$ cat src/rtl/uart_cmd_decoder_pkg.sv
// Shared definitions for the UART command decoder: ASCII codes, FSM states,
// timeout counter width and a small digit classifier.
package uart_cmd_decoder_pkg;

  localparam logic [7:0] AsciiR  = 8'h52;
  localparam logic [7:0] AsciiC  = 8'h43;
  localparam logic [7:0] AsciiH  = 8'h48;
  localparam logic [7:0] AsciiM  = 8'h4D;
  localparam logic [7:0] AsciiS  = 8'h53;
  localparam logic [7:0] AsciiW  = 8'h57;
  localparam logic [7:0] AsciiT  = 8'h54;
  localparam logic [7:0] AsciiCr = 8'h0D;
  localparam logic [7:0] AsciiLf = 8'h0A;
  localparam logic [7:0] AsciiSp = 8'h20;
  localparam logic [7:0] Ascii0  = 8'h30;
  localparam logic [7:0] Ascii9  = 8'h39;

  localparam int unsigned TimeoutW = 27;

  typedef enum logic [1:0] {
    StIdle,
    StDigits,
    StTerm
  } state_e;

  function automatic logic is_digit(input logic [7:0] b);
    return (b >= Ascii0) && (b <= Ascii9);
  endfunction

endpackage

$ cat src/rtl/uart_cmd_decoder_time_field_conv.sv
// Converts two decimal digits (tens, units) into a binary value and flags
// whether it lies below the field limit (24 for hours, 60 for min/sec).
module uart_cmd_decoder_time_field_conv #(
  parameter int unsigned Limit = 60
) (
  input  logic [3:0] d_hi,
  input  logic [3:0] d_lo,
  output logic [6:0] value,
  output logic       in_range
);

  // Max 99 fits in 7 bits.
  always_comb begin
    value    = ({3'b000, d_hi} * 7'd10) + {3'b000, d_lo};
    in_range = (value < 7'(Limit));
  end

endmodule

$ cat src/rtl/uart_cmd_decoder.sv
// UART RX FIFO reader: pops ASCII bytes and decodes single-letter commands
// into one-cycle pulses and "Thhmmss<CR|LF>" frames into a set-time request.
// Optional feature: define CMD_TIMEOUT_EN to abort stalled 'T' frames after
// TIMEOUT_CYC idle cycles.
module uart_cmd_decoder
  import uart_cmd_decoder_pkg::*;
#(
  parameter int unsigned TIMEOUT_CYC = 100_000_000
) (
  input  logic       clk,
  input  logic       reset,
  input  logic       fifo_empty,
  input  logic [7:0] fifo_rx_data,
  output logic       rd_en,
  output logic       run_stop,
  output logic       clear,
  output logic       hour_up,
  output logic       min_up,
  output logic       sec_up,
  output logic       mode_tgl,
  output logic       set_valid,
  output logic [4:0] set_hour,
  output logic [5:0] set_min,
  output logic [5:0] set_sec,
  output logic       cmd_err
);

  state_e          state_q, state_d;
  logic [2:0]      idx_q, idx_d;
  logic [5:0][3:0] digit_q, digit_d;
  logic [7:0]      byte_q, byte_d;
  logic            byte_vld_q, byte_vld_d;
  logic [4:0]      set_hour_q, set_hour_d;
  logic [5:0]      set_min_q, set_min_d;
  logic [5:0]      set_sec_q, set_sec_d;

  logic [6:0] hh_val, mm_val, ss_val;
  logic       hh_ok, mm_ok, ss_ok;

`ifdef CMD_TIMEOUT_EN
  logic [TimeoutW-1:0] timer_q, timer_d;
`else
  logic unused_timeout;
  assign unused_timeout = ^TIMEOUT_CYC;
`endif

  uart_cmd_decoder_time_field_conv #(.Limit(24)) u_conv_hh (
    .d_hi    (digit_q[0]),
    .d_lo    (digit_q[1]),
    .value   (hh_val),
    .in_range(hh_ok)
  );

  uart_cmd_decoder_time_field_conv #(.Limit(60)) u_conv_mm (
    .d_hi    (digit_q[2]),
    .d_lo    (digit_q[3]),
    .value   (mm_val),
    .in_range(mm_ok)
  );

  uart_cmd_decoder_time_field_conv #(.Limit(60)) u_conv_ss (
    .d_hi    (digit_q[4]),
    .d_lo    (digit_q[5]),
    .value   (ss_val),
    .in_range(ss_ok)
  );

  // Pop whenever a byte is available; held off during reset.
  always_comb begin
    rd_en = reset & ~fifo_empty;
  end

  // Capture the popped byte, then decode it one cycle later.
  always_comb begin
    byte_d     = rd_en ? fifo_rx_data : byte_q;
    byte_vld_d = rd_en;
    state_d    = state_q;
    idx_d      = idx_q;
    digit_d    = digit_q;
    set_hour_d = set_hour_q;
    set_min_d  = set_min_q;
    set_sec_d  = set_sec_q;
    run_stop   = 1'b0;
    clear      = 1'b0;
    hour_up    = 1'b0;
    min_up     = 1'b0;
    sec_up     = 1'b0;
    mode_tgl   = 1'b0;
    set_valid  = 1'b0;
    cmd_err    = 1'b0;
`ifdef CMD_TIMEOUT_EN
    timer_d    = '0;
`endif
    if (byte_vld_q) begin
      unique case (state_q)
        StIdle: begin
          case (byte_q)
            AsciiR:  run_stop = 1'b1;
            AsciiC:  clear    = 1'b1;
            AsciiH:  hour_up  = 1'b1;
            AsciiM:  min_up   = 1'b1;
            AsciiS:  sec_up   = 1'b1;
            AsciiW:  mode_tgl = 1'b1;
            AsciiT: begin
              idx_d   = 3'd0;
              state_d = StDigits;
            end
            AsciiCr, AsciiLf, AsciiSp: ;
            default: cmd_err = 1'b1;
          endcase
        end
        StDigits: begin
          if (is_digit(byte_q)) begin
            digit_d[idx_q] = byte_q[3:0];
            if (idx_q == 3'd5) begin
              state_d = StTerm;
            end else begin
              idx_d = idx_q + 3'd1;
            end
          end else begin
            cmd_err = 1'b1;
            state_d = StIdle;
          end
        end
        StTerm: begin
          state_d = StIdle;
          if ((byte_q == AsciiCr) || (byte_q == AsciiLf)) begin
            if (hh_ok && mm_ok && ss_ok) begin
              set_hour_d = hh_val[4:0];
              set_min_d  = mm_val[5:0];
              set_sec_d  = ss_val[5:0];
              set_valid  = 1'b1;
            end else begin
              cmd_err = 1'b1;
            end
          end else begin
            cmd_err = 1'b1;
          end
        end
        default: state_d = StIdle;
      endcase
    end
`ifdef CMD_TIMEOUT_EN
    // Inter-byte watchdog while a frame is open; any consumed byte restarts it.
    else if (state_q != StIdle) begin
      if (timer_q == TimeoutW'(TIMEOUT_CYC - 1)) begin
        cmd_err = 1'b1;
        state_d = StIdle;
      end else begin
        timer_d = timer_q + 1'b1;
      end
    end
`endif
  end

  always_comb begin
    set_hour = set_hour_q;
    set_min  = set_min_q;
    set_sec  = set_sec_q;
  end

  // State, byte capture, digit buffer and held set-time registers.
  always_ff @(posedge clk or negedge reset) begin
    if (!reset) begin
      state_q    <= StIdle;
      idx_q      <= '0;
      digit_q    <= '0;
      byte_q     <= '0;
      byte_vld_q <= 1'b0;
      set_hour_q <= '0;
      set_min_q  <= '0;
      set_sec_q  <= '0;
`ifdef CMD_TIMEOUT_EN
      timer_q    <= '0;
`endif
    end else begin
      state_q    <= state_d;
      idx_q      <= idx_d;
      digit_q    <= digit_d;
      byte_q     <= byte_d;
      byte_vld_q <= byte_vld_d;
      set_hour_q <= set_hour_d;
      set_min_q  <= set_min_d;
      set_sec_q  <= set_sec_d;
`ifdef CMD_TIMEOUT_EN
      timer_q    <= timer_d;
`endif
    end
  end

endmodule
$ cat config.mk
export PLATFORM = sky130hd
export DESIGN_NAME = uart_cmd_decoder
export DESIGN_NICKNAME = d
export VERILOG_FILES = /design/src/rtl/uart_cmd_decoder_pkg.sv /design/src/rtl/uart_cmd_decoder_time_field_conv.sv /design/src/rtl/uart_cmd_decoder.sv
export SDC_FILE = /design/constraint.sdc
export NUM_CORES = 1
export LEC_CHECK = 0
export ABC_AREA = 1
export CAP_MARGIN = 25
export CELL_PAD_IN_SITES_DETAIL_PLACEMENT = 1
export CELL_PAD_IN_SITES_GLOBAL_PLACEMENT = 1
export CORE_MARGIN = 2
export CORE_UTILIZATION = 45
export CTS_CLUSTER_SIZE = 14
export DETAILED_ROUTE_END_ITERATION = 12
export GPL_TIMING_DRIVEN = 0
export PLACE_DENSITY = 0.9
export SYNTH_ARGS = -nofsm -noshare
export SYNTH_HDL_FRONTEND = slang
export SYNTH_SLANG_ARGS = --single-unit
$ cat constraint.sdc
create_clock -name clk -period 8.2 [get_ports clk]
set_input_delay 2.46 -clock clk [delete_from_list [all_inputs] [get_ports clk]]
set_output_delay 2.46 -clock clk [all_outputs]
set_load 0.01 [all_outputs]
==> flow_summary.ini <==
[setup_path]
critPathArrivalTime_ns = 4.54
worst_setup_path_start_kind = input pin
critical_path.max_fanout = 35
worst_r2r_endpoint = set_sec[4]$_DFFE_PN0P_
ff2ff_setup_slack_ns = 5.41
worst_r2r_path_depth = 15
critPathCaptureType = output port
worstReg2RegStart = digit_q[9]$_DFFE_PN0P_
timing_worst_setup_path_type = in2out
cp_data_required_time_ns = 5.74
setup.worst_path.start = reset

[power]
leakage_uw = 0.00186
max_ir_drop_vdd_mv = 0.0672
p_total_uw = 473
power.density_nw_per_um2 = 129

[synthesis]
netlist_area_um2 = 3120
yosysTopAreaCell = sky130_fd_sc_hd__dfrtp_1
synth_flop_cell = sky130_fd_sc_hd__dfrtp_1
postSynthAreaPerCell_um2 = 8.00
synth.area.mux_share_pct = 0.361
synthesis.nets = 427
synthAdderAreaFrac_pct = 11.9
synth.cells.most_frequent = sky130_fd_sc_hd__nand2_1, sky130_fd_sc_hd__dfrtp_1, sky130_fd_sc_hd__inv_1, sky130_fd_sc_hd__o21ai_0, sky130_fd_sc_hd__nor2_1
netlist-cell-type-count = 29
synth-xor-area-share_pct = 1.68
synth_simple_gate_area_share_pct = 27.9
synth_area_leaders = sky130_fd_sc_hd__dfrtp_1, sky130_fd_sc_hd__nand2_1, sky130_fd_sc_hd__ha_1
ys.warnings.count = 0
synth_compound_area_share_pct = 8.14
synthArstFlopShare_pct = 100
synth-seq-area-share_pct = 44.1
dominant_combinational_cell_family_by_area_after_synthesis = simple AND/OR/NAND/NOR gates
yosysTopAreaCellShare_pct = 44.1
count_of_flip_flops_with_a_built_in_enable_after_synthesis = 0
postSynthRegisterBits = 55
synth_cells = 390
post-synth-top-count-cell = sky130_fd_sc_hd__nand2_1

[global_route]
grt_first_pass_wirelength_mm = 12.9
grt_start_max_net_pins = 36
first_global_vias = 2814
grtUsageTotal_pct = 21.6
antenna_found_initial = 0
grt.overflow.total = 0

[cts]
cts_max_level = 2
cts-hold-fix-buffers = 0
cts_buffer_depth = 2
clock_root_buffer_master = sky130_fd_sc_hd__clkbuf_8
worst_skew_pair.late_latency_ns = 0.31
clock_sinks = 55
cts.clk_slew.worst_paths_ns = 0.09
tritoncts.num_buffers = 5
cts_post_setup_buffers_inserted = 0
cts_repair_resize_count = 0
cts_tree = done

[timing]
fin_crit_sh_pct = 85.3
maxSlewHeadroom_pct = 66.1
timing.final.crit_period_ns = 7.00
timing.clock.skew_ns = 0.0124
rsz0062_at_grt = no
peak_clock_frequency_supported_by_timing_ghz = 0.143
max_slew.worst_pin.slew_ns = 0.509
finalSetupViolCount = 0
drv_slew = 0
final_hold_viol_count = 0
final.setup.worst_slack_ns = 1.20

[detailed_routing]
detail_route.drc_violations = 0
drtPass1Iterations = 4
detail_route.iter0.violations = 98
routed_wl_mm = 7.66
drt-vias-per-instance = 5.26
vias = 2711
final_antenna_net_count = 0
route.detailed.wl_per_inst_um = 14.9

[placed_design]
dp_cells = 507
place_area_um2 = 3600
detailedPlace.worstSlack_ns = 1.13
gp_congestion = 0.782
port_buffers = 36
hpwl_detailed_mm = 6.03

[final_layout]
finish.cell_count_without_fillers = 515
share_of_layout_cells_above_drive_strength_1_pct = 4.60
antenna-diode-count = 0
final_nets = 471
stdcell_area_um2 = 3680
flow.area_growth_from_synthesis_pct = 17.8
utilization_after_layout_pct = 54.4

[floorplanning]
initial_core_util_pct = 46.2
die-area_um2 = 7620
die_height_um = 87.3
rows = 30
i_o_pin_count = 37
core-area_um2 = 6760
die_w_um = 87.3

[run_status]
outcome = completed

[worst_hold_path]
min-delay-path-class = reg2reg
timing.hold.worst_endpoint = set_min[4]$_DFFE_PN0P_
hold_path.startpoint = set_min[4]$_DFFE_PN0P_
whs_path_depth = 2

[run]
drv.max_cap_violation_count = 0
worst max-delay path, cell delays in order:
cell,delay (ns)
sky130_fd_sc_hd__buf_2,0.41
sky130_fd_sc_hd__buf_12,0.28
sky130_fd_sc_hd__inv_1,0.06
sky130_fd_sc_hd__nor2_1,0.30
sky130_fd_sc_hd__clkbuf_1,0.38
sky130_fd_sc_hd__clkdlybuf4s50_1,0.62
layout by cell type (no fill, tap or decap), drive strengths merged:
cell / n
clkbuf: 8
dfrtp: 55
nand3b: 4
nand2: 129
a21oi: 5
o211ai: 1
nand4: 7
o22ai: 1
fa: 6
a21o: 1
ha: 20
buf: 5
nor3: 6
nor2: 33
clkinv: 1
nand3: 26
xnor2: 1
o21ai: 40
inv: 43
xor2: 5
and2: 1
clkdlybuf4s50: 35
o21bai: 1
mux2: 1
layer usage:
metal,GRT usage (%),vias up,part of all wire (%)
li1,-,1347,-
met1,26.3,1314,45
met2,39.9,44,52
met3,3.32,6,2.1
met4,4.90,0,0.85
met5,0,-,0
report_power, final:
part | internal, µW | total [µW] | switching (µW)
logic | 14.0 | 43.8 | 29.8
clock network | 60.3 | 147 | 86.5
registers | 277 | 282 | 5.75
how the worst max path moves through the flow:
| stage | cells past startpoint | slack, ns | end |
|---|---|---|---|
| final | 6 | 1.20 | rd_en |
| after global routing | 6 | 0.92 | rd_en |
| after CTS | 6 | 1.12 | rd_en |
| after detailed placement | 6 | 1.13 | rd_en |
| after global placement | 5 | -0.47 | rd_en |
| after floorplan | 3 | 2.67 | rd_en |
state kept, by name (all words and copies together) (netlist names):
signal and flops:
set_hour 5, idx_q 3, byte_vld_q 1, digit_q 24
state_q 2, set_sec 6, set_min 6, byte_q 8
area by class of cell:
| cell class | instances | area [µm²] |
|---|---|---|
| Fill cell | 849 | 3080 |
| Multi-Input combinational cell | 288 | 1560 |
| Sequential cell | 55 | 1380 |
| Timing Repair Buffer | 37 | 375 |
| Inverter | 43 | 161 |
| Tap cell | 80 | 100 |
| Clock buffer | 7 | 76.3 |
| Buffer | 4 | 25.0 |
| Clock inverter | 1 | 5.00 |
kinds of logic (layout without fill, tap and decap cells):
kind of cell / count (synthesis) / count (layout)
mux: 1 / 1
xor+xnor: 6 / 6
buf+inv: 47 / 92
compound gates: 49 / 49
flops: 55 / 55
simple gates: 206 / 206
fa+ha+maj: 26 / 26
metrics by stage:
step	hold WS, ns	setup TNS, ns
final	0.483	0
after detailed placement	0.465	0
after CTS	0.489	0
after global placement	0.463	-0.470
after global routing	0.515	0
after floorplan	0.442	0
Power figures use the tool's default switching activity.
